--- config.mk ---
export PLATFORM = sky130hd
export DESIGN_NAME = video_sequencer
export DESIGN_NICKNAME = d
export VERILOG_FILES = /design/src/rtl/video_seq_pkg.sv /design/src/rtl/video_isa_arbiter.sv /design/src/rtl/video_sequencer.sv
export SDC_FILE = /design/constraint.sdc
export NUM_CORES = 1
export LEC_CHECK = 0
export BUFFER_PORTS_ARGS = -buffer_cell sky130_fd_sc_hd__buf_2
export CAP_MARGIN = 5
export CORE_MARGIN = 2
export CORE_UTILIZATION = 40
export DETAILED_ROUTE_END_ITERATION = 10
export SYNTH_ARGS = -nofsm -noshare
export SYNTH_HDL_FRONTEND = slang
export SYNTH_HIERARCHICAL = 1
export SYNTH_SLANG_ARGS = --single-unit
--- constraint.sdc ---
create_clock -name clk -period 3.94 [get_ports clk]
set_input_delay 0.394 -clock clk [delete_from_list [all_inputs] [get_ports clk]]
set_output_delay 0.394 -clock clk [all_outputs]
set_load 0.05 [all_outputs]
--- src/rtl/video_seq_pkg.sv ---
// Shared encodings for the video sequencer: slot modes, strobe offsets
// relative to a slot/fetch base, and the ISA arbiter state type.
package video_seq_pkg;

  typedef enum logic [1:0] {
    SLOT_1    = 2'd0,
    SLOT_2    = 2'd1,
    SLOT_4    = 2'd2,
    SLOT_RSVD = 2'd3
  } slot_mode_e;

  localparam int OFF_VRAM_FIRST = 1;
  localparam int OFF_VRAM_A0    = 2;
  localparam int OFF_VRAM_LAST  = 3;
  localparam int OFF_CHAR       = 2;
  localparam int OFF_ATT        = 3;
  localparam int OFF_DISP       = 4;

  typedef enum logic {
    ISA_IDLE = 1'b0,
    ISA_BUSY = 1'b1
  } isa_state_e;

endpackage

--- src/rtl/video_isa_arbiter.sv ---
// ISA access arbiter: grants a request only when the whole operation fits
// inside the current free window, then stays busy for the rest of the op.
module video_isa_arbiter
  import video_seq_pkg::*;
#(
  parameter int SEQ_BITS   = 5,
  parameter int ISA_OP_LEN = 3
) (
  input  logic                clk_i,
  input  logic                rst_i,
  input  logic [SEQ_BITS-1:0] count_i,
  input  logic                window_i,
  input  logic                fits_i,
  input  logic                req_i,
  output logic                gnt_o,
  output logic                busy_o
);

  isa_state_e          state_q, state_d;
  logic [SEQ_BITS-1:0] end_q, end_d;

  // The op ends on an absolute count, so no separate down-counter is needed.
  always_comb begin
    state_d = state_q;
    end_d   = end_q;
    gnt_o   = 1'b0;
    unique case (state_q)
      ISA_IDLE: begin
        gnt_o = req_i && window_i && fits_i;
        if (gnt_o && (ISA_OP_LEN > 1)) begin
          state_d = ISA_BUSY;
          end_d   = count_i + SEQ_BITS'(ISA_OP_LEN - 1);
        end
      end
      ISA_BUSY: begin
        if (count_i == end_q) state_d = ISA_IDLE;
      end
      default: state_d = ISA_IDLE;
    endcase
    busy_o = gnt_o || (state_q == ISA_BUSY);
  end

  always_ff @(posedge clk_i or posedge rst_i) begin
    if (rst_i) state_q <= ISA_IDLE;
    else       state_q <= state_d;
  end

  always_ff @(posedge clk_i) begin
    end_q <= end_d;
  end

endmodule

--- src/rtl/video_sequencer.sv ---
// Free-running character-clock sequencer: decodes CRTC/VRAM fetch strobes from
// a period counter and opens ISA access windows between fetch bursts.
module video_sequencer
  import video_seq_pkg::*;
#(
  parameter int SEQ_BITS   = 5,
  parameter int ISA_OP_LEN = 3
) (
  input  logic                clk,
  input  logic                reset,
  input  logic [1:0]          slot_mode,
  output logic [SEQ_BITS-1:0] clk_seq,
  output logic                lclk,
  output logic                hclk,
  output logic                crtc_clk,
  output logic                vram_read,
  output logic                vram_read_a0,
  output logic                vram_read_char,
  output logic                vram_read_att,
  output logic                charrom_read,
  output logic                disp_pipeline,
  output logic [1:0]          slot_idx,
  output logic                isa_op_enable,
  input  logic                isa_req,
  output logic                isa_gnt,
  output logic                isa_busy
);

  typedef logic [SEQ_BITS:0] ext_t;
  localparam ext_t HALF  = ext_t'(2 ** (SEQ_BITS - 1));
  localparam ext_t QUART = ext_t'(2 ** (SEQ_BITS - 2));

  logic [SEQ_BITS-1:0] count_q, count_d;
  slot_mode_e          mode_q, mode_d;

  // Mode is only picked up on the last count so a period never mixes modes.
  always_comb begin
    count_d = count_q + 1'b1;
    mode_d  = mode_q;
    if (count_q == '1) begin
      mode_d = (slot_mode_e'(slot_mode) == SLOT_RSVD) ? SLOT_1 : slot_mode_e'(slot_mode);
    end
  end

  always_ff @(posedge clk or posedge reset) begin
    if (reset) begin
      count_q <= '0;
      mode_q  <= SLOT_1;
    end else begin
      count_q <= count_d;
      mode_q  <= mode_d;
    end
  end

  ext_t       cnt_e, off_half, off_quart, fetch_off, fetch_len, act_off;
  logic       win_r, fits_r;
  logic [1:0] idx_r;

  always_comb begin
    cnt_e     = {1'b0, count_q};
    off_half  = cnt_e & (HALF - 1'b1);
    off_quart = cnt_e & (QUART - 1'b1);
    fetch_off = (mode_q == SLOT_4) ? off_quart : off_half;
    fetch_len = (mode_q == SLOT_4) ? QUART : HALF;
    act_off   = cnt_e;
    idx_r     = 2'b00;
    unique case (mode_q)
      SLOT_2: begin
        act_off = off_half;
        idx_r   = {count_q[SEQ_BITS-1], 1'b0};
      end
      SLOT_4: begin
        act_off = off_quart;
        idx_r   = count_q[SEQ_BITS-1 -: 2];
      end
      default: ;
    endcase
    win_r  = (fetch_off > ext_t'(OFF_DISP)) && (fetch_off < fetch_len - 1'b1);
    fits_r = (fetch_off > ext_t'(OFF_DISP)) && (fetch_off + ext_t'(ISA_OP_LEN) < fetch_len);
  end

  logic gnt_r, busy_r;

  video_isa_arbiter #(
    .SEQ_BITS  (SEQ_BITS),
    .ISA_OP_LEN(ISA_OP_LEN)
  ) u_isa_arb (
    .clk_i   (clk),
    .rst_i   (reset),
    .count_i (count_q),
    .window_i(win_r),
    .fits_i  (fits_r),
    .req_i   (isa_req),
    .gnt_o   (gnt_r),
    .busy_o  (busy_r)
  );

  // Count 0 would otherwise decode live strobes while reset is held.
  assign clk_seq        = count_q;
  assign slot_idx       = idx_r;
  assign lclk           = ~reset && (cnt_e == '0);
  assign hclk           = ~reset && (off_half == '0);
  assign crtc_clk       = ~reset && (act_off == '0);
  assign vram_read      = ~reset && (fetch_off >= ext_t'(OFF_VRAM_FIRST)) &&
                          (fetch_off <= ext_t'(OFF_VRAM_LAST));
  assign vram_read_a0   = ~reset && (fetch_off == ext_t'(OFF_VRAM_A0));
  assign vram_read_char = ~reset && (act_off == ext_t'(OFF_CHAR));
  assign vram_read_att  = ~reset && (act_off == ext_t'(OFF_ATT));
  assign charrom_read   = ~reset && (act_off == ext_t'(OFF_ATT));
  assign disp_pipeline  = ~reset && (act_off == ext_t'(OFF_DISP));
  assign isa_op_enable  = ~reset && win_r;
  assign isa_gnt        = ~reset && gnt_r;
  assign isa_busy       = ~reset && busy_r;

endmodule

Word-level counts from Yosys, hierarchy flattened
Index checks and enable logic that the tools add are counted.
{"block": "op_classes", "n_eq_ne": 9, "n_bitwise": 2, "order_cmp": 5, "muxes": 9, "n_reduce_logical": 21, "addsub": 4}
{"cell": "zero test 6 bit", "n": 3}
{"cell": "logical AND 1 bit", "n": 16}
{"cell": "== test 6 x 2 -> 1 bit (second input constant)", "n": 2}
{"cell": "one-hot mux 5 bit (2 select lines)", "n": 1}
{"cell": "== test 6 x 3 -> 1 bit (second input constant)", "n": 1}
{"cell": "less-than comparator 4 x 6 -> 1 bit", "n": 1}
{"cell": "subtractor 5 x 1 -> 6 bit (second input constant)", "n": 1}
{"cell": "adder 4 x 2 -> 5 bit (second input constant)", "n": 1}
{"cell": "adder 5 x 1 -> 5 bit (second input constant)", "n": 1}
{"cell": "adder 5 x 2 -> 5 bit (second input constant)", "n": 1}
{"cell": "== test 5 bit", "n": 1}
{"cell": "== test 5 bit (second input constant)", "n": 1}
{"cell": "less-than comparator 5 bit", "n": 1}
{"cell": "2-to-1 mux 5 bit", "n": 1}
{"cell": "== test 2 bit (second input constant)", "n": 2}
{"cell": "== test 4 x 2 -> 1 bit (second input constant)", "n": 1}
{"cell": ">= comparator 4 x 1 -> 1 bit (second input constant)", "n": 1}
{"cell": "> comparator 4 x 3 -> 1 bit (second input constant)", "n": 1}
{"cell": "less-or-equal comparator 4 x 2 -> 1 bit (second input constant)", "n": 1}
{"cell": "2-to-1 mux 4 bit", "n": 1}
{"cell": "one-hot mux 2 bit (2 select lines)", "n": 1}
{"cell": "2-to-1 mux 1 bit", "n": 3}
{"cell": "== test 2 x 1 -> 1 bit (second input constant)", "n": 1}
{"cell": "2-to-1 mux 2 bit", "n": 1}
{"cell": "4 further kinds", "n": 5}
{"block": "totals", "out_inout_bits": 19, "word_cells": 54, "register_bits": 13, "inputBits": 5}

Depth between registers and ports, before layout
{"block": "logic_depth", "word_depth": 10, "mapped_depth": 8, "mapped_depth_nobuf": 8}

Hierarchy
Netlist, hierarchy kept.
{"module": "video_sequencer", "cells_each": 62, "instances": 1, "area_per_inst_um2": 583.1, "seq_area_each_um2": 175.2}
{"module": "video_isa_arbiter", "cells_each": 23, "instances": 1, "area_per_inst_um2": 301.5, "seq_area_each_um2": 175.2}

Worst setup path after synthesis
OpenSTA, ideal clock, no wires.
{"block": "synth_timing", "path_kind": "register -> output", "startpoint": "reg count_q[0] (netlist: clk_seq[0])", "endpoint": "out isa_gnt", "required_time_ns": 3.546, "n_path_buf": 0, "arrival_time_ns": 2.714, "path_slack_ns": 0.832, "stages_incl_launch_ff": 8, "path_cell_list": "dfrtp_1 > inv_1 > ha_1 > nand2b_1 > o21ai_0 > nand3_1 > nor2_1 > nor2b_1"}
{"block": "synth_via", "elab_chain_cells": 7, "word_cells_on_any_way": 11, "cone_classes": "1 x add/sub; 3 x order compare; 2 x mux; 5 x reduce/logical"}
{"element": "start, declared", "line": "video_sequencer.sv:33", "source": "logic [SEQ_BITS-1:0] count_q, count_d;"}
{"element": "start signal, assigned", "line": "video_sequencer.sv:50", "source": "count_q <= count_d;"}
{"element": "2-to-1 mux 4 bit (*)", "line": "video_sequencer.sv:63", "source": "fetch_off = (mode_q == SLOT_4) ? off_quart : off_half;"}
{"element": "less-than comparator 4 x 6 -> 1 bit / > comparator 4 x 3 -> 1 bit (equally long branches)", "line": "video_sequencer.sv:78", "source": "win_r = (fetch_off > ext_t'(OFF_DISP)) && (fetch_off < fetch_len - 1'b1);"}
{"element": "logical AND 1 bit (*)", "line": "video_sequencer.sv:78"}
{"element": "via win_r", "line": "video_sequencer.sv:56", "source": "logic win_r, fits_r;"}
{"element": "logical AND 1 bit (*) (2 in a row)", "line": "video_isa_arbiter.sv:29", "source": "gnt_o = req_i && window_i && fits_i;"}
{"element": "2-to-1 mux 1 bit (*)", "line": "video_isa_arbiter.sv:27", "source": "unique case (state_q)"}
{"element": "via gnt_r", "line": "video_sequencer.sv:82", "source": "logic gnt_r, busy_r;"}
{"element": "logical AND 1 bit (*)", "line": "video_sequencer.sv:112", "source": "assign isa_gnt = ~reset && gnt_r;"}
{"element": "end, declared", "line": "video_sequencer.sv:25", "source": "output logic isa_gnt,"}
The timed path passes the listed nets; every way through them passes the cells marked *.

Final worst setup path
Ends and elaborated chain as after synthesis.

==> impl_metrics.py <==
metrics = {
    "run_status": {
        "status": "finished, final reports clean",
    },
    "setup_path": {
        "r2r_start": "clk_seq[0]",
        "cp-start-kind": "flip-flop",
        "cp_max_fo": 7,
        "arrival_ps": 2540,
        "crit_required_ps": 3550,
        "worst_r2r_path_depth": 6,
        "crit_start": "clk_seq[0]",
        "endpoint": "isa_gnt",
        "r2r-end": "u_isa_arb/end_q[4]",
        "ff2ff_setup_slack_ps": 1790,
        "worstSetupEndpointType": "output pin",
        "worst-setup-path-type": "flip-flop to output pin",
    },
    "timing": {
        "rsz0062_at_grt": "no",
        "maxSlewHeadroom": 0.606,
        "worst_pin_slew_ps": 591,
        "slew_viol_final": 0,
        "period_share": 0.745,
        "setup-tns-final_ps": 0,
        "finalClockSkew_ps": 6.24,
        "setup_slack_ps": 1000,
        "setup_violations": 0,
        "post-route-min-period_ps": 2940,
        "fmax_ghz": 0.340,
        "hold_violations": 0,
        "hold_ws_ps": 10.2,
    },
    "finish": {
        "synthToLayoutAreaGrowth_pct": 17.1,
        "instances_no_fill": 137,
        "n_antenna_cell": 0,
        "fill_cells": 217,
        "drive_gt1_frac": 0.312,
        "fin_area_um2": 1040,
        "fin_nets": 124,
        "multi_input_area_um2": 478,
        "regArea_um2": 350,
    },
    "detailed_routing": {
        "met1Wirelength_um": 835,
        "drt-total-wl_um": 1840,
        "antenna_left": 0,
        "dr_wl_met3_um": 59,
        "highest-signal-layer": "met4",
        "vias": 683,
        "first_iter_violations": 11,
        "routed_via_density": 4.99,
        "drc": 0,
        "routedWlPerCell_um": 13.4,
        "dr_wl_met2_um": 902,
        "drt_pre_antenna_iters": 4,
    },
    "clock_network": {
        "clock_latency_ps": 290,
        "clk_pin_slew_ps": 90,
        "cts_setup_buffers": 0,
        "cts_resized": 0,
        "hold_buffers": 0,
        "clockBufferDepth": 2,
        "cts_tree": "done",
        "cts_buffers": 3,
        "cts.sinks": 13,
        "htreeDepth": 1,
        "root_buffer": "clkbuf_4",
    },
    "synthesis": {
        "synth_nets": 99,
        "synth_edf_count": 5,
        "yosysWarningCount": 6,
        "synth_ff_type": "dfrtp_1",
        "yosysTopAreaCell": "dfrtp_1",
        "syn_inst": 85,
        "synth.avg_cell_area_um2": 10.4,
        "ys_seq_area_frac": 0.396,
        "netlist_area_um2": 885,
        "synthArstFlopShare": 0.615,
        "ys_seq_elements": 13,
        "synth_area_leaders": "dfrtp_1, edfxtp_1, ha_1",
        "yosys.area.top_type_share": 0.226,
        "ys_types": 34,
    },
    "floorplanning": {
        "die_h_um": 51.0,
        "initial_core_util": 0.412,
        "core-area_um2": 2150,
        "die-area_um2": 2600,
        "rows": 17,
        "pin_count": 24,
        "die_width_um": 51.0,
    },
    "run": {
        "max_cap_viol_count": 0,
    },
    "power_and_ir_drop": {
        "pwr_density_cell_nw_per_um2": 249,
        "worst_ir_drop_vdd_mv": 0.109,
        "leakagePower_nw": 0.505,
    },
    "grt": {
        "grt.total_usage": 0.163,
        "grt.overflow.total": 0,
        "antenna_found_initial": 0,
        "grt_pass1_vias": 702,
        "grt_max_degree": 16,
        "grt_pass1_wl_um": 3110,
    },
    "place": {
        "place_congestion": 0.772,
        "hpwlAfterDp_um": 1420,
        "dpl.cell_count": 133,
        "dpl_cell_area_um2": 1010,
        "place_ws_ps": 1290,
        "io_buffers": 23,
    },
    "min_path": {
        "min_path_type": "input port to asynchronous set/reset pin",
    },
}
kinds of logic (layout without fill, tap and decap cells):
group,count (synthesis),in the layout,share of synthesized area
adder cells (fa/ha/maj),9,9,0.127
flip-flops,13,13,0.396
AND/OR/NAND/NOR,31,31,0.192
XOR/XNOR,9,9,0.0976
AO/OA/AOI/OAI,12,12,0.123
buffers and inverters,11,35,0.0636
power by group:
group | internal (mW) | switching, mW
combinational | 0.00886 | 0.0193
sequential | 0.141 | 0.00104
clock | 0.0378 | 0.0504
cells in the final DEF, fill, tap and decap left out, types with 5 or more instances in the layout:
cell type / n
buf_2: 23
dfrtp_1: 8
edfxtp_1: 5
ha_1: 9
inv_1: 7
nand2_1: 7
nor2_1: 6
xnor2_1: 6
registers in the layout, summed over array words and instances, names as in the netlist:
register / flops
clk_seq: 5
mode_q: 2
u_isa_arb/end_q: 5
u_isa_arb/state_q: 1
metrics by stage:
step / utilization / total power [mW]
after global routing: 0.482 / 0.270
after floorplan: - / 0.164
after detailed placement: 0.469 / 0.173
after CTS: 0.482 / 0.261
after global placement: 0.469 / 0.172
final: 0.482 / 0.258
area by class of cell:
cell class              count  share of cell area
repair buffers             23               0.111
flip-flops and latches     13               0.338
multi-input cells          61               0.461
clock buffers               3              0.0217
clock inverters             1             0.00483
inverters                   8              0.0290
well taps                  28              0.0338
worst max-delay path, cell delays in order, from the launching register on:
cell and delay (ps):
dfrtp_1 500, inv_1 140, ha_1 290, nand2b_1 210, o21ai_0 190, nand3_1 100, nor2_1 380, nor2b_1 180
buf_2 270
synth_stat cells, types with 3 or more instances:
library cell and n:
edfxtp_1 5, xnor2_1 6, dfrtp_1 8, ha_1 9, inv_1 7, nand3_1 3
nand2_1 7, nor3_1 3, nor2_1 6
metal layers:
| metal | vias up | GRT usage |
|---|---|---|
| met2 | 18 | 0.286 |
| li1 | 336 | - |
| met3 | 5 | 0.0263 |
| met1 | 324 | 0.190 |
| met4 | 0 | 0.0811 |
| met5 | - | 0 |
worst min-delay path by stage:
stage / startpoint / end / slack (ps) / depth (start not counted)
finish: reset / u_isa_arb/state_q / 10 / 2
floorplan: reset / u_isa_arb/state_q / 120 / 1
detailed placement: reset / u_isa_arb/state_q / 330 / 2
CTS: reset / u_isa_arb/state_q / 10 / 2
global placement: reset / u_isa_arb/state_q / 330 / 2
global route: reset / u_isa_arb/state_q / 20 / 2
Note: power is estimated with default switching activity, not from simulation.
